### config.mk
export PLATFORM = sky130hd
export DESIGN_NAME = uart_rx_ext_flat
export DESIGN_NICKNAME = d
export VERILOG_FILES = /design/src/rtl/uart_rx_ext_if.sv /design/src/rtl/uart_rx_ext.sv /design/src/flat_wrapper.sv
export SDC_FILE = /design/constraint.sdc
export NUM_CORES = 1
export LEC_CHECK = 0
export ABC_AREA = 1
export CAP_MARGIN = 0
export CORE_ASPECT_RATIO = 0.75
export CORE_MARGIN = 1.5
export CORE_UTILIZATION = 60
export DETAILED_ROUTE_END_ITERATION = 16
export PLACE_DENSITY = 0.79
export SETUP_SLACK_MARGIN = 0.1
export SLEW_MARGIN = 30
export SYNTH_ARGS = -nofsm -noshare
export SYNTH_HDL_FRONTEND = slang
export SYNTH_SLANG_ARGS = --single-unit
### constraint.sdc
create_clock -name i_Clk -period 2.35 [get_ports i_Clk]
set_clock_uncertainty 0.1 [all_clocks]
set_input_delay 0.3525 -clock i_Clk [delete_from_list [all_inputs] [get_ports i_Clk]]
set_output_delay 0.3525 -clock i_Clk [all_outputs]
set_load 0.1 [all_outputs]
### src/rtl/uart_rx_ext_if.sv
// Serial-in / frame-out bundle for the extended UART receiver.
// master = receiver side, slave = line driver and frame consumer.
`timescale 1ns/1ps
interface uart_rx_ext_if #(
  parameter int DATA_BITS = 8
);
  logic                 i_RX_Serial;
  logic                 o_RX_DV;
  logic [DATA_BITS-1:0] o_RX_Byte;
  logic                 o_Parity_Err;
  logic                 o_Frame_Err;
  logic                 o_Busy;

  modport master (
    input  i_RX_Serial,
    output o_RX_DV,
    output o_RX_Byte,
    output o_Parity_Err,
    output o_Frame_Err,
    output o_Busy
  );

  modport slave (
    output i_RX_Serial,
    input  o_RX_DV,
    input  o_RX_Byte,
    input  o_Parity_Err,
    input  o_Frame_Err,
    input  o_Busy
  );
endinterface

### src/rtl/uart_rx_ext.sv
// Parametrised UART receiver: sync + 3-sample vote, parity/framing
// errors, false-start and break rejection.
`timescale 1ns/1ps
module uart_rx_ext #(
  parameter int CLKS_PER_BIT = 217,
  parameter int DATA_BITS    = 8,
  parameter int PARITY       = 0,
  parameter int STOP_BITS    = 1
) (
  input  logic           i_Clk,
  input  logic           i_Rst_L,
  uart_rx_ext_if.master  rx
);

  localparam int CW  = $clog2(CLKS_PER_BIT);
  localparam int IW  = $clog2(DATA_BITS);
  localparam int MID = (CLKS_PER_BIT - 1) / 2;

  localparam logic [CW-1:0] C_LAST = CW'(CLKS_PER_BIT - 1);
  localparam logic [CW-1:0] C_S0   = CW'(MID - 1);
  localparam logic [CW-1:0] C_S1   = CW'(MID);
  localparam logic [CW-1:0] C_VOTE = CW'(MID + 1);
  localparam logic [3:0]    D_LAST = 4'(DATA_BITS - 1);
  localparam logic [3:0]    S_LAST = 4'(STOP_BITS - 1);
  localparam logic          P_ODD  = (PARITY == 1);
  localparam logic          P_EN   = (PARITY != 0);

  typedef enum logic [2:0] {
    S_IDLE, S_START, S_DATA,
    S_PARITY, S_STOP, S_DONE
  } state_t;

  state_t state, state_n;

  logic                 sync1, rx_s;
  logic [CW-1:0]        cnt;
  logic [3:0]           bit_idx;
  logic                 smp0, smp1;
  logic [DATA_BITS-1:0] shift;
  logic                 par_err, frm_err;
  logic                 armed;
  logic                 vote, exp_par;
  logic                 at_vote, at_end;

  assign at_vote = (cnt == C_VOTE);
  assign at_end  = (cnt == C_LAST);
  assign vote    = (smp0 & smp1) | (smp0 & rx_s) | (smp1 & rx_s);
  assign exp_par = (^shift) ^ P_ODD;
  assign rx.o_Busy = (state != S_IDLE);

  always_ff @(posedge i_Clk or negedge i_Rst_L) begin
    if (!i_Rst_L) begin
      sync1 <= 1'b1;
      rx_s  <= 1'b1;
    end else begin
      sync1 <= rx.i_RX_Serial;
      rx_s  <= sync1;
    end
  end

  always_ff @(posedge i_Clk or negedge i_Rst_L) begin
    if (!i_Rst_L) state <= S_IDLE;
    else          state <= state_n;
  end

  always_comb begin
    state_n = state;
    unique case (state)
      S_IDLE:
        if (!rx_s && armed) state_n = S_START;
      S_START:
        if (at_vote && vote) state_n = S_IDLE;
        else if (at_end)     state_n = S_DATA;
      S_DATA:
        if (at_end && bit_idx == D_LAST)
          state_n = P_EN ? S_PARITY : S_STOP;
      S_PARITY:
        if (at_end) state_n = S_STOP;
      S_STOP:
        if (at_vote && bit_idx == S_LAST)
          state_n = S_DONE;
      S_DONE:
        state_n = S_IDLE;
      default:
        state_n = S_IDLE;
    endcase
  end

  always_ff @(posedge i_Clk or negedge i_Rst_L) begin
    if (!i_Rst_L) begin
      cnt             <= '0;
      bit_idx         <= '0;
      smp0            <= 1'b1;
      smp1            <= 1'b1;
      shift           <= '0;
      par_err         <= 1'b0;
      frm_err         <= 1'b0;
      armed           <= 1'b1;
      rx.o_RX_DV      <= 1'b0;
      rx.o_RX_Byte    <= '0;
      rx.o_Parity_Err <= 1'b0;
      rx.o_Frame_Err  <= 1'b0;
    end else begin
      rx.o_RX_DV <= 1'b0;

      if (state == S_IDLE || state_n == S_IDLE ||
          state_n == S_DONE || at_end)
        cnt <= '0;
      else
        cnt <= cnt + 1'b1;

      if (cnt == C_S0) smp0 <= rx_s;
      if (cnt == C_S1) smp1 <= rx_s;

      unique case (state)
        S_IDLE: begin
          bit_idx <= '0;
          if (rx_s) armed <= 1'b1;
          if (state_n == S_START) begin
            par_err <= 1'b0;
            frm_err <= 1'b0;
          end
        end
        S_DATA: begin
          if (at_vote) shift[bit_idx[IW-1:0]] <= vote;
          if (at_end)
            bit_idx <= (bit_idx == D_LAST) ? 4'd0 : bit_idx + 4'd1;
        end
        S_PARITY: begin
          if (at_vote && vote != exp_par) par_err <= 1'b1;
        end
        S_STOP: begin
          if (at_vote && !vote) frm_err <= 1'b1;
          if (at_end) bit_idx <= bit_idx + 4'd1;
          // Deliver mid last stop bit; a bad frame disarms until idle-high
          if (state_n == S_DONE) begin
            rx.o_RX_DV      <= 1'b1;
            rx.o_RX_Byte    <= shift;
            rx.o_Parity_Err <= P_EN & par_err;
            rx.o_Frame_Err  <= frm_err | ~vote;
            if (frm_err || !vote) armed <= 1'b0;
          end
        end
        default: ;
      endcase
    end
  end

endmodule

### src/flat_wrapper.sv
// flat-port wrapper written by rule: the top's interface ports become plain ports
module uart_rx_ext_flat 
#(
  parameter int CLKS_PER_BIT = 217,
  parameter int DATA_BITS    = 8,
  parameter int PARITY       = 0,
  parameter int STOP_BITS    = 1
)
  (i_Clk, i_Rst_L, rx_i_RX_Serial, rx_o_RX_DV, rx_o_RX_Byte, rx_o_Parity_Err, rx_o_Frame_Err, rx_o_Busy);
  uart_rx_ext_if #(.DATA_BITS(DATA_BITS)) rx_i ();
  input  logic i_Clk;
  input  logic i_Rst_L;
  input wire logic [$bits(rx_i.i_RX_Serial)-1:0] rx_i_RX_Serial;
  output wire logic [$bits(rx_i.o_RX_DV)-1:0] rx_o_RX_DV;
  output wire logic [$bits(rx_i.o_RX_Byte)-1:0] rx_o_RX_Byte;
  output wire logic [$bits(rx_i.o_Parity_Err)-1:0] rx_o_Parity_Err;
  output wire logic [$bits(rx_i.o_Frame_Err)-1:0] rx_o_Frame_Err;
  output wire logic [$bits(rx_i.o_Busy)-1:0] rx_o_Busy;
  assign rx_i.i_RX_Serial = rx_i_RX_Serial;
  assign rx_o_RX_DV = rx_i.o_RX_DV;
  assign rx_o_RX_Byte = rx_i.o_RX_Byte;
  assign rx_o_Parity_Err = rx_i.o_Parity_Err;
  assign rx_o_Frame_Err = rx_i.o_Frame_Err;
  assign rx_o_Busy = rx_i.o_Busy;
  uart_rx_ext #(.CLKS_PER_BIT(CLKS_PER_BIT), .DATA_BITS(DATA_BITS), .PARITY(PARITY), .STOP_BITS(STOP_BITS)) u_core (.i_Clk(i_Clk), .i_Rst_L(i_Rst_L), .rx(rx_i));
endmodule
# Word level (Yosys, flattened, before mapping)
# Cells that the tools add are included.
[totals] register_bits=39 latchBits=0 mem_bits_rw=0 mem_bits_ro=0 out_inout_bits=12 mem_count=0
[op_classes] addsub=2 mul=0 div_mod_pow=0 order_cmp=2 n_eq_ne=18 n_shift=0 mux=24 bitwise=7 n_reduce_logical=23
[op_table] operator="$eq 8x7->1 const B" count=3
[op_table] operator="$mux 3" count=6
[op_table] operator="$pmux 3 s5" count=1
[op_table] operator="$mux 4" count=3
[op_table] operator="$ne 2x1->1 const B" count=6
[op_table] operator="$pmux 4 s3" count=1
[op_table] operator="$add 8x1->8 const B" count=1
[op_table] operator="$bwmux 8" count=1
[op_table] operator="$eq 8x8->1 const B" count=1
[op_table] operator="$mux 1" count=8
[op_table] operator="$mux 8" count=1
[op_table] operator="$eq 3x1->1 const B" count=2
[op_table] operator="$eq 3x2->1 const B" count=2
[op_table] operator="$eq 3x3->1 const B" count=2
[op_table] operator="$logic_and 1x1->1" count=6
[op_table] operator="$logic_not 3->1" count=2
[op_table] operator="$reduce_and 3->1" count=2
[op_table] operator="$reduce_bool 3->1" count=2
[op_table] operator="$add 4x1->4 const B" count=1
[op_table] operator="$eq 4x3->1 const B" count=1
[op_table] operator="$logic_not 4->1" count=1
[op_table] operator="$logic_or 1x1->1" count=4
[op_table] operator="$lt 3x4->1 const B" count=1
[op_table] operator="$pmux 1 s2" count=2
[op_table] operator="10 further kinds" count=16

# Longest topological paths before layout
# Gate-level depths: netlist of run 1.
[logic_depth] depth_word=11 ltp_mapped=12

# Least setup slack after synthesis of run 1
# OpenSTA, ideal clock, no wires.
[synth_timing] kind="register to register" from="register u_core.state[0]" to="register u_core.cnt[0]" setup_ns=0.072 arrival_ns=2.010 t_required_ns=2.178 path_slack_ns=0.168 stages_incl_launch_ff=8 path_buffers=0 synth_period_minus_slack_ns=2.182 path_cell_list="dfrtp_1 nor2_2 nand2_1 nor3_1 nor2_2 nand4_2 nand3_4 nor2_1"
[synth_between] elab_chain_len=8 elab_cells_between_ends=18
[synth_rtl] element="start: declaration" line="uart_rx_ext.sv:33" source="state_t state, state_n;"
[synth_rtl] element="start signal: assignment" line="uart_rx_ext.sv:63" source="else state <= state_n;"
[synth_rtl] element="$mux 3" line="uart_rx_ext.sv:73" source="else if (at_end) state_n = S_DATA;"
[synth_rtl] element="$mux 3" line="uart_rx_ext.sv:72" source="if (at_vote && vote) state_n = S_IDLE;"
[synth_rtl] element="$pmux 3 s5" line="uart_rx_ext.sv:68" source="unique case (state)"
[synth_rtl] element="$logic_not 3->1" line="uart_rx_ext.sv:106" source="if (state == S_IDLE || state_n == S_IDLE ||"
[synth_rtl] element="$logic_or 1x1->1" line="uart_rx_ext.sv:106"
[synth_rtl] element="$logic_or 1x1->1 (*)" line="uart_rx_ext.sv:106"
[synth_rtl] element="$logic_or 1x1->1 (*)" line="uart_rx_ext.sv:107" source="state_n == S_DONE || at_end)"
[synth_rtl] element="$mux 8 (*)" line="uart_rx_ext.sv:106"
[synth_rtl] element="end signal: assignment" line="uart_rx_ext.sv:110" source="cnt <= cnt + 1'b1;"
[synth_rtl] element="end: declaration" line="uart_rx_ext.sv:36" source="logic [CW-1:0] cnt;"
# Mark *: on every way between the ends. The rest lies on a longest branch, timed or not.
# A chain may end at the register's enable or synchronous reset.

# Final worst setup path of run 1
[layout_timing] from="register u_core.bit_idx[0]" to="register u_core.cnt[1]"
[layout_between] elab_chain_len=9 elab_cells_between_ends=13
[layout_rtl] element="start: declaration" line="uart_rx_ext.sv:37" source="logic [3:0] bit_idx;"
[layout_rtl] element="start signal: assignment" line="uart_rx_ext.sv:127" source="bit_idx <= (bit_idx == D_LAST) ? 4'd0 : bit_idx + 4'd1;"
[layout_rtl] element="start signal: assignment" line="uart_rx_ext.sv:134" source="if (at_end) bit_idx <= bit_idx + 4'd1;"
[layout_rtl] element="$eq 4x3->1 or $logic_not 4->1 (tied branches)" line="uart_rx_ext.sv:75, uart_rx_ext.sv:80"
[layout_rtl] element="$logic_and 1x1->1 (on tied branches)" line="uart_rx_ext.sv:75, uart_rx_ext.sv:80"
[layout_rtl] element="$mux 3 (on tied branches)" line="uart_rx_ext.sv:75, uart_rx_ext.sv:80"
[layout_rtl] element="$pmux 3 s5 (*)" line="uart_rx_ext.sv:68"
[layout_rtl] element="$logic_not 3->1" line="uart_rx_ext.sv:106"
[layout_rtl] element="$logic_or 1x1->1" line="uart_rx_ext.sv:106"
[layout_rtl] element="$logic_or 1x1->1 (*)" line="uart_rx_ext.sv:106"
[layout_rtl] element="$logic_or 1x1->1 (*)" line="uart_rx_ext.sv:107"
[layout_rtl] element="$mux 8 (*)" line="uart_rx_ext.sv:106"
# Marked as above.

==> results.md, run 1 <==
* Register bit count reported by yosys at 39
* Number of placed I/O pins at 15
* Number of setup buffers added after CTS at 0
* Fin nets at 258
* Period Utilization, post-route at 0.822
* Average detailed-routed wire length per instance at 12.2 um
* Root buffer cell: sky130_fd_sc_hd__clkbuf_8
* Final setup violation count at 0
* TritonCTS clock tree: yes
* Drt initial violations at 96
* Cells after synthesis at 232
* H-Tree Depth at 2
* Hold_ws at 0.0586 ns
* GRT overflow at 0
* Synthesized area divided by synthesized cell count at 8.34 um^2
* Arrival @ worst endpoint at 2.04 ns
* Worst-margin pin slew at 0.814 ns
* Core Region at 3000 um^2
* Number of design rule violations left after detail routing at 0
* Max-cap violations at 0
* WL final at 3530 um
* Skew-Pair Late Insertion Delay at 0.29 ns
* Highest-count cells in the layout ignoring fill and taps: sky130_fd_sc_hd__nand2_1 (64), sky130_fd_sc_hd__dfrtp_1 (34), sky130_fd_sc_hd__inv_1 (28)
* Most numerous cell on the critical path: sky130_fd_sc_hd__nor2_1
* Clock sink count at 39
* Commonest non-fill, non-tap cell in the layout: sky130_fd_sc_hd__nand2_1
* Distinct cell type count after synthesis at 26
* Critical path endpoint category: flip-flop
* WL met1 at 1850 um
* Buffers from clock root to sink, at most at 2
* Outcome: complete, no violations
* Clock Pin Slew Worst Setup and Hold Paths at 0.07 ns
* Leakage dissipation at 0.00107 uW
* Detailed-router iteration count before antenna repair at 4
* Cell chain of the critical path: inv_1 > ha_1 > nand3_1 > nor2_1 > nand2_2 > inv_2 > nor2_2 > nand4_2 > nand3_4 > nor2_1
* Gp weighted congestion at 0.866
* Wire length of the first global-routing pass at 6090 um
* Slowest cell delay on critical path at 0.46 ns
* Placed wire-length estimate after detailed placement at 2620 um
* Number of gates given a new drive strength after cts at 0
* Met3 WL at 224 um
* Layout filler cell count at 233
* Fmax at 518 MHz
* Post-Synthesis Net Count at 240
* Number of antenna cells inserted at 0
* Unrepaired setup endpoints after global routing: no
* Multi-input gate area in the final layout at 818 um^2
* Number of warning messages in the yosys log at 0
* DR vias at 1449
* Pwr per Cell Area at 684 nW/um^2
* Overall die height at 52.2 um
* Worst-case vdd ir drop at 0.532 mV
* Number of max-slew violations in the final report at 0
* Via count of the first global-routing pass at 1340
* Port buffer count at 13
* Area taken by flip-flops and latches at 982 um^2
* Total die area at 3580 um^2
* GRT Overall Usage at 0.234
* Fin Setup TNS at 0 ns
* TritonCTS Buffers at 5
* Effective utilization at floorplan at 0.645
* Layout cells sized above 1 at 0.163
* Number of antenna violations at the first check in global routing at 0
* Detail Route Antenna Nets at 0
* Layout area overhead at 11.4%
* Std-Cell Rows at 17
* CP Class: reg2reg
* Maximum fanout encountered on the critical timing path at 11
* Seq/Total Area, Yosys at 0.507
* Minimum period implied by the final worst setup slack at 1.93 ns
* Topmost layer with routed signal wires: met4
* DR WL met2 at 1420 um
* Cell at the slowest stage of the critical path: sky130_fd_sc_hd__dfrtp_1
* Horizontal die dimension at 68.6 um
* Launching element type of the critical path: flip-flop
* Total standard cell area after synthesis at 1940 um^2
* Slew headroom at 0.458
* Number of buffers added to fix hold violations after cts at 0
* Post-detailed-route via-to-cell ratio at 5.01
* Hold Fails Final Rpt at 0
* Critical Path RT at 2.46 ns
* Hold Path Class: in2async
* Maximum number of pins on one net before global-route repair at 40
## path summary, 6_finish.rpt
| kind | from | end | slack [ns] | cells past startpoint |
|---|---|---|---|---|
| setup / recovery | u_core.bit_idx[0]$_DFFE_PN0P_ | u_core.cnt[1]$_DFF_PN0_ | 0.42 | 10 |
| hold / removal | i_Rst_L | u_core.cnt[4]$_DFF_PN0_ | 0.06 | 1 |
| setup reg to reg | u_core.bit_idx[0]$_DFFE_PN0P_ | u_core.cnt[1]$_DFF_PN0_ | 0.42 | 10 |
| hold reg to reg | u_core.sync1$_DFF_PN1_ | u_core.rx_s$_DFF_PN1_ | 0.26 | 0 |
| max in group asynchronous | i_Rst_L | u_core.bit_idx[0]$_DFFE_PN0P_ | 1.57 | 1 |
| min in group i_Clk | u_core.sync1$_DFF_PN1_ | u_core.rx_s$_DFF_PN1_ | 0.26 | 0 |
## area by class of cell
cell class,instances,share of cell area
clock inverters,1,0.00232
well taps,38,0.0220
inverters,30,0.0522
clock buffers,7,0.0400
flip-flops and latches,39,0.455
multi-input cells,160,0.379
repair buffers,14,0.0487
## where the power goes
group | internal, uW | total, uW | switching (uW)
Sequential | 694 | 715 | 21.7
Clock | 236 | 452 | 216
Combinational | 81.4 | 309 | 227
## state kept, by name, indices dropped and copies added, names as in the netlist
register	count
u_core.rx.o_RX_Byte	8
u_core.bit_idx	4
u_core.shift	8
u_core.rx_s	1
u_core.smp0	1
u_core.cnt	8
u_core.sync1	1
u_core.armed	1
u_core.smp1	1
u_core.frm_err	1
u_core.rx.o_Frame_Err	1
u_core.rx.o_RX_DV	1
u_core.state	3
## metrics by stage
step / worst slack [ns] / utilization / total power [uW] / instances / instance area [um^2]
finish: 0.419 / 0.719 / 1480 / 289 / 2160
global route: 0.277 / 0.719 / 1550 / 289 / 2160
CTS: 0.406 / 0.719 / 1490 / 289 / 2160
detailed placement: 0.438 / 0.689 / 1040 / 281 / 2070
global placement: 0.520 / 0.689 / 1030 / 281 / 2070
floorplan: 0.168 / - / 967 / 232 / 1940
## routing by layer
layer | global-route usage | up-vias
li1 | - | 757
met1 | 0.355 | 650
met2 | 0.330 | 37
met3 | 0.0645 | 5
met4 | 0.0533 | 0
met5 | 0 | -
## critical path, delay by kind of cell, from the launching register on
kind | cells | cell delay [ns]
AND/OR/NAND/NOR | 7 | 0.72
adder cells (fa/ha/maj) | 1 | 0.19
flip-flops | 1 | 0.46
buffers and inverters | 2 | 0.39
## cells in the mapped netlist
master / number / area, um^2
sky130_fd_sc_hd__nor3_1: 5 / 25.0
sky130_fd_sc_hd__dfrtp_1: 34 / 851
sky130_fd_sc_hd__nand4_1: 1 / 6.26
sky130_fd_sc_hd__inv_1: 28 / 105
sky130_fd_sc_hd__o21ai_0: 14 / 70.1
sky130_fd_sc_hd__nand3b_1: 1 / 7.51
sky130_fd_sc_hd__nand2_1: 64 / 240
sky130_fd_sc_hd__nor2_4: 2 / 22.5
sky130_fd_sc_hd__inv_2: 2 / 7.51
sky130_fd_sc_hd__nor2_1: 22 / 82.6
sky130_fd_sc_hd__xor2_1: 5 / 43.8
sky130_fd_sc_hd__nand4_2: 1 / 12.5
sky130_fd_sc_hd__o21ai_1: 1 / 5.00
sky130_fd_sc_hd__conb_1: 1 / 3.75
sky130_fd_sc_hd__o22ai_1: 1 / 6.26
sky130_fd_sc_hd__nor2_2: 4 / 25.0
sky130_fd_sc_hd__nand3_4: 1 / 17.5
sky130_fd_sc_hd__xnor2_1: 2 / 17.5
sky130_fd_sc_hd__a21oi_1: 2 / 10.0
sky130_fd_sc_hd__nand3_1: 21 / 105
sky130_fd_sc_hd__nand2_2: 5 / 31.3
sky130_fd_sc_hd__buf_4: 3 / 22.5
sky130_fd_sc_hd__nor3b_1: 1 / 7.51
sky130_fd_sc_hd__ha_1: 5 / 62.6
sky130_fd_sc_hd__dfstp_2: 5 / 131
sky130_fd_sc_hd__nor3_4: 1 / 16.3
## logic make-up after synthesis
logic type      Yosys count  share of synthesized area
simple gates            129                      0.310
buf+inv                  33                     0.0698
flops                    39                      0.507
fa+ha+maj                 5                     0.0323
xor+xnor                  7                     0.0317
other cells               1                    0.00194
compound gates           18                     0.0472
Note: power is estimated with default switching activity, not from simulation.
==> run 2, diff against run 1 <==
--- a/config.mk
+++ b/config.mk
@@ -9,9 +9,9 @@
 export CAP_MARGIN = 0
 export CORE_ASPECT_RATIO = 0.75
 export CORE_MARGIN = 1.5
-export CORE_UTILIZATION = 60
+export CORE_UTILIZATION = 52
 export DETAILED_ROUTE_END_ITERATION = 16
-export PLACE_DENSITY = 0.79
+export PLACE_DENSITY = 0.72
 export SETUP_SLACK_MARGIN = 0.1
 export SLEW_MARGIN = 30
 export SYNTH_ARGS = -nofsm -noshare
==> constraint.sdc (replaced) <==
create_clock -name i_Clk -period 1.75 [get_ports i_Clk]
set_clock_uncertainty 0.1 [all_clocks]
set_input_delay 0.2625 -clock i_Clk [delete_from_list [all_inputs] [get_ports i_Clk]]
set_output_delay 0.2625 -clock i_Clk [all_outputs]
set_load 0.1 [all_outputs]
==> run 2 against run 1 <==
  * The flow now finishes with violations (negative setup slack)
  * Sequential power grew 34%
  * Critical endpoint is now u_core.cnt[7]$_DFF_PN0_
  * Count of clock-buffer cells in the layout shrank 1
  * Cell count grew 9.3%
  * Clock power grew 95%
  * Global-route usage shrank 2.4 points
  * Non-clock buffer count grew 15
  * Register-to-register slack lost 0.49 ns
  * Power grew 69%
  * Wire length grew 28%
  * Via count grew 15%
  * Flip-flop and latch count is the same
  * Final area grew 25%
==> results.md, run 2 (synthesized netlist as in run 1, its figures left out) <==
* H-Tree Depth at 2
* Detailed-router iteration count before antenna repair at 5
* Total die area at 4100 um^2
* Post-route total power at 2500 uW
* Number of antenna cells inserted at 0
* Count of buffer and inverter cells on the critical path at 2
* Family with the most delay on the worst path: simple AND/OR/NAND/NOR gates
* TritonCTS Buffers at 5
* Effective utilization at floorplan at 0.565
* Fin Setup TNS at -0.364 ns
* Number of standard cells in the layout, taps in and fillers out at 316
* Root buffer cell: sky130_fd_sc_hd__clkbuf_8
* Skew-Pair Late Insertion Delay at 0.30 ns
* Detail Route Antenna Nets at 0
* Core Region at 3420 um^2
* Max-cap violations at 0
* Number of antenna violations at the first check in global routing at 0
* Std-Cell Rows at 18
* Fmax at 549 MHz
* Number of max-slew violations in the final report at 0
* TritonCTS clock tree: yes
* Launching element type of the critical path: flip-flop
* Unrepaired setup endpoints after global routing: yes
* Drt initial violations at 134
* Highest-count cells in the layout ignoring fill and taps: sky130_fd_sc_hd__nand2_1 (61), sky130_fd_sc_hd__dfrtp_1 (31), sky130_fd_sc_hd__inv_1 (24)
* Pwr per Cell Area at 927 nW/um^2
* Critical path endpoint category: flip-flop
* Number of design rule violations left after detail routing at 0
* Commonest non-fill, non-tap cell in the layout: sky130_fd_sc_hd__nand2_1
* Layout area overhead at 39.4%
* Layout filler cell count at 217
* Post-route worst setup slack at -0.0707 ns
* Cell at the slowest stage of the critical path: sky130_fd_sc_hd__dfrtp_1
* Horizontal die dimension at 73.5 um
* Period Utilization, post-route at 1.04
* Placed cell count at 296
* Leakage dissipation at 0.00125 uW
* Layout cells sized above 1 at 0.338
* Number of placed I/O pins at 15
* Cell chain of the critical path: inv_2 > ha_4 > nand3_4 > nor3_4 > nand3_1 > nand2_1 > inv_2 > nand4_4 > nand3_4 > nor2_1
* Average detailed-routed wire length per instance at 14.3 um
* Fin nets at 273
* Maximum fanout encountered on the critical timing path at 8
* Via count of the first global-routing pass at 1380
* DR vias at 1667
* Port buffer count at 13
* GRT Overall Usage at 0.210
* Arrival @ worst endpoint at 1.94 ns
* Slowest cell delay on critical path at 0.40 ns
* Violations in the final reports: negative setup slack
* Maximum number of pins on one net before global-route repair at 22
* Hold Path Class: reg2reg
* Hold Fails Final Rpt at 0
* Worst-case vdd ir drop at 0.876 mV
* WL final at 4510 um
* Placed wire-length estimate after detailed placement at 2820 um
* Outcome: finished with violations
* Wire length of the first global-routing pass at 6420 um
* Final setup violation count at 8
* Minimum period implied by the final worst setup slack at 1.82 ns
* Gp weighted congestion at 0.808
* Clock sink count at 39
* Registers with the most flip-flops: u_core.cnt: 8 flops, u_core.rx.o_RX_Byte: 8 flops, u_core.shift: 8 flops
* CP Class: reg2reg
* GRT overflow at 0
* Buffers from clock root to sink, at most at 2
* Clock Pin Slew Worst Setup and Hold Paths at 0.07 ns
* Overall die height at 55.8 um
* Post-detailed-route via-to-cell ratio at 5.28
* Hold_ws at 0.257 ns
* Critical Path RT at 1.87 ns
==> run 2: changes by cell type in the layout (fill, tap and decap cells not counted), moves of 5 or more <==
cell                      delta
sky130_fd_sc_hd__buf_6       +6
sky130_fd_sc_hd__o21ai_0     -6
sky130_fd_sc_hd__nand3_2     +9
sky130_fd_sc_hd__nand3_1    -10
sky130_fd_sc_hd__nor2_2      +5
sky130_fd_sc_hd__buf_12     +12
sky130_fd_sc_hd__nor2_1      -9
sky130_fd_sc_hd__buf_4       -5
sky130_fd_sc_hd__o21ai_1     +5
==> run 2: final cells by class <==
type                       count  area (um^2)  area share
timing repair buffer          29          400       0.148
clock buffer                   6         72.6      0.0269
multi-input combinational    160          998       0.370
tap                           50         62.6      0.0232
inverter                      30          118      0.0436
sequential                    39          986       0.365
clock inverter                 2         60.1      0.0223
==> run 2: worst paths after layout <==
check                      cells after the start                     from  slack, ns                                  to
setup / recovery                              10  u_core.cnt[1]$_DFF_PN0_      -0.07             u_core.cnt[7]$_DFF_PN0_
hold / removal                                 0   u_core.sync1$_DFF_PN1_       0.26               u_core.rx_s$_DFF_PN1_
setup reg to reg                              10  u_core.cnt[1]$_DFF_PN0_      -0.07             u_core.cnt[7]$_DFF_PN0_
hold reg to reg                                0   u_core.sync1$_DFF_PN1_       0.26               u_core.rx_s$_DFF_PN1_
max in group asynchronous                      3                  i_Rst_L       0.68            u_core.armed$_DFFE_PN1P_
min in group asynchronous                      2                  i_Rst_L       0.34  u_core.rx.o_RX_Byte[3]$_DFFE_PN0P_
==> run 2: timing repair <==
item	in CTS	in global routing
buffers inserted	2	9
endpoints found under the setup margin	12	30
hold buffers	1	0
pin swaps	2	21
endpoints found under the hold margin	14	0
resized for setup	9	51
==> run 2: routing by layer <==
| metal | vias to the layer above | global-route usage | wire [um] |
|---|---|---|---|
| met5 | - | 0 | 0 |
| met4 | 0 | 0.0952 | 75 |
| met3 | 9 | 0.0543 | 215 |
| met2 | 54 | 0.279 | 2070 |
| met1 | 814 | 0.318 | 2140 |
| li1 | 790 | - | - |
==> run 2: where the power goes <==
group	internal, uW	switching (uW)
combinational	242	419
clock	570	313
sequential	931	24.5
==> run 2: per-stage QoR <==
stage	setup WS (ns)	area [um^2]	util
after detailed placement	-0.0160	2270	0.662
after floorplan	0.151	1950	-
after global routing	-0.148	2700	0.788
after CTS	0.0236	2460	0.717
final	-0.0707	2700	0.788
after global placement	0.0478	2270	0.662
==> run 3, diff against run 2 <==
--- a/config.mk
+++ b/config.mk
@@ -9,9 +9,9 @@
 export CAP_MARGIN = 0
 export CORE_ASPECT_RATIO = 0.75
 export CORE_MARGIN = 1.5
-export CORE_UTILIZATION = 52
+export CORE_UTILIZATION = 50
 export DETAILED_ROUTE_END_ITERATION = 16
-export PLACE_DENSITY = 0.72
+export PLACE_DENSITY = 0.7
 export SETUP_SLACK_MARGIN = 0.1
 export SLEW_MARGIN = 30
 export SYNTH_ARGS = -nofsm -noshare
==> run 3 against run 2 <==
  * The flow still finishes with violations (negative setup slack)
  * Worst hold slack gained 0.0017 ns
  * Via count rose by 1.4%
  * Sequential share of layout area hardly changed
  * Clock power is 13% lower
  * Sequential power hardly changed
  * Power down 3.7%
  * First-iteration DRC count increased by 11%
  * Cell count grew 1.9%
  * Wire length grew 4.3%
  * Critical path type unchanged
==> results.md, run 3 (synthesized netlist as in run 1, its figures left out) <==
* Outcome: finished with violations
* Violations in the final reports: negative setup slack
* Buffers from clock root to sink, at most at 2
* Layout area overhead at 39.2%
* Setup slack, reg-to-reg at -0.02 ns
* DR vias at 1691
* Placed wire-length estimate after detailed placement at 2890 um
* Post-detailed-route via-to-cell ratio at 5.25
* Cell at the slowest stage of the critical path: sky130_fd_sc_hd__dfrtp_1
* Fin nets at 277
* Number of antenna cells inserted at 0
* Fraction of power spent switching nets at 0.317
* Clock sink count at 39
* Maximum number of pins on one net before global-route repair at 21
* Root buffer cell: sky130_fd_sc_hd__clkbuf_8
* Number of design rule violations left after detail routing at 0
* Hold Fails Final Rpt at 0
* Hold Path Class: reg2reg
* Minimum period implied by the final worst setup slack at 1.77 ns
* Arrival @ worst endpoint at 1.85 ns
* Number of antenna violations at the first check in global routing at 0
* Overall die height at 56.9 um
* Drt initial violations at 149
* Launching element type of the critical path: flip-flop
* Internal Pwr Total at 1640 uW
* Unrepaired setup endpoints after global routing: yes
* Effective utilization at floorplan at 0.525
* Wire length of the first global-routing pass at 6810 um
* Count of buffer and inverter cells on the critical path at 3
* Port buffer count at 13
* Clock network fraction of design power at 0.319
* Most numerous cell on the critical path: sky130_fd_sc_hd__buf_4
* H-Tree Depth at 2
* Number of placed I/O pins at 15
* Instance count on the critical path at 9
* TritonCTS Buffers at 5
* Final setup violation count at 4
* Setup crit start: u_core.cnt[1]$_DFF_PN0_
* Registers with the most flip-flops: u_core.cnt: 8 flops, u_core.rx.o_RX_Byte: 8 flops, u_core.shift: 8 flops
* Post-route worst setup slack at -0.0198 ns
* Endpoint of the most critical setup path: u_core.bit_idx[3]$_DFFE_PN0P_
* Critical Path RT at 1.83 ns
* Total die area at 4260 um^2
* Cell chain of the critical path: inv_2 > ha_4 > nand3_4 > nor3_4 > buf_4 > nand2_2 > buf_4 > a21oi_1 > nor2_1
* Family with the most delay on the worst path: buffers and inverters
* Worst-case vdd ir drop at 0.679 mV
* Horizontal die dimension at 74.8 um
* Critical register-to-register path endpoint: u_core.bit_idx[3]$_DFFE_PN0P_
* Number of max-slew violations in the final report at 0
* Std-Cell Rows at 19
* Highest-count cells in the layout ignoring fill and taps: sky130_fd_sc_hd__nand2_1 (59), sky130_fd_sc_hd__dfrtp_1 (32), sky130_fd_sc_hd__inv_1 (23)
* FF-to-FF Start: u_core.cnt[1]$_DFF_PN0_
* WL final at 4700 um
* Slowest cell delay on critical path at 0.39 ns
* Fraction of power consumed by sequential logic at 0.397
* End-of-flow core utilization at 0.731
* Fraction of power consumed by combinational cells at 0.283
* Period Utilization, post-route at 1.01
* Gp weighted congestion at 0.893
* Fmax at 565 MHz
* Detailed-router iteration count before antenna repair at 4
* Layout cells sized above 1 at 0.356
* Critical path endpoint category: flip-flop
* Commonest non-fill, non-tap cell in the layout: sky130_fd_sc_hd__nand2_1
* Max-cap violations at 0
* Via count of the first global-routing pass at 1505
* Pwr per Cell Area at 893 nW/um^2
* CP Class: reg2reg
* Core Region at 3680 um^2
* TritonCTS clock tree: yes
* Detail Route Antenna Nets at 0
* Clock Pin Slew Worst Setup and Hold Paths at 0.08 ns
* GRT Overall Usage at 0.213
* Post-route total power at 2410 uW
* Skew-Pair Late Insertion Delay at 0.29 ns
* Maximum fanout encountered on the critical timing path at 3
* Net load switching power at 763 uW
* FF-to-FF path depth at 9
* Leakage dissipation at 0.00126 uW
* GRT overflow at 0
* Average detailed-routed wire length per instance at 14.6 um
* Startpoint of the tightest hold check path: u_core.sync1$_DFF_PN1_
-- run 3: cell count changes in the layout (fill, tap and decap cells not counted), moves of 2 or more --
cell,previous run,this run
sky130_fd_sc_hd__buf_4,7,16
sky130_fd_sc_hd__buf_6,6,2
sky130_fd_sc_hd__nand2_2,4,7
sky130_fd_sc_hd__inv_2,4,6
sky130_fd_sc_hd__nand2_1,61,59
sky130_fd_sc_hd__nand3_1,11,13
sky130_fd_sc_hd__nand3_2,9,7
sky130_fd_sc_hd__o21ai_0,8,10
sky130_fd_sc_hd__o21ai_1,6,4
-- run 3: metrics by stage --
stage | setup TNS [ns] | hold slack (ns) | std cells | setup slack [ns] | instance area (um^2)
global placement | 0 | 0.139 | 301 | 0.0637 | 2290
detailed placement | -0.283 | 0.147 | 301 | -0.0527 | 2290
CTS | 0 | 0.260 | 315 | 0.0153 | 2510
global route | -1.10 | 0.261 | 322 | -0.117 | 2700
floorplan | 0 | -0.133 | 232 | 0.151 | 1950
finish | -0.0493 | 0.259 | 322 | -0.0198 | 2700
-- run 3: metal layers --
metal | part of all wire | up-vias | track usage
li1 | - | 801 | -
met1 | 0.44 | 816 | 0.322
met2 | 0.47 | 72 | 0.297
met3 | 0.076 | 2 | 0.0521
met4 | 0.0049 | 0 | 0.0675
met5 | 0 | - | 0
-- run 3: power by group through the flow --
stage | clock network, uW | registers, uW | logic [uW]
after floorplan | 0 | 969 | 342
after global placement | 0 | 973 | 475
after detailed placement | 0 | 975 | 476
after CTS | 781 | 954 | 586
after global routing | 816 | 959 | 721
final | 768 | 956 | 682
-- run 3: area by class of cell --
type	count	area [um^2]
well taps	52	65.1
clock inverters	2	35.0
repair buffers	33	408
inverters	30	115
clock buffers	6	82.6
flip-flops and latches	39	985
fillers	249	990
multi-input cells	160	1000
-- run 3: how the worst min path moves through the flow --
stage,to,depth (start not counted)
global placement,u_core.cnt[3]$_DFF_PN0_,1
floorplan,u_core.bit_idx[0]$_DFFE_PN0P_,0
global route,u_core.rx_s$_DFF_PN1_,0
detailed placement,u_core.cnt[3]$_DFF_PN0_,1
finish,u_core.rx_s$_DFF_PN1_,0
CTS,u_core.rx_s$_DFF_PN1_,0
-- run 3: repair_timing --
item                                    4_1_cts  5_1_grt
pin swaps                                     4       14
buffers inserted                              5        7
endpoints found under the setup margin       10       27
hold buffers                                  1        0
hold endpoints to repair                     17        0
resized for setup                            13       40
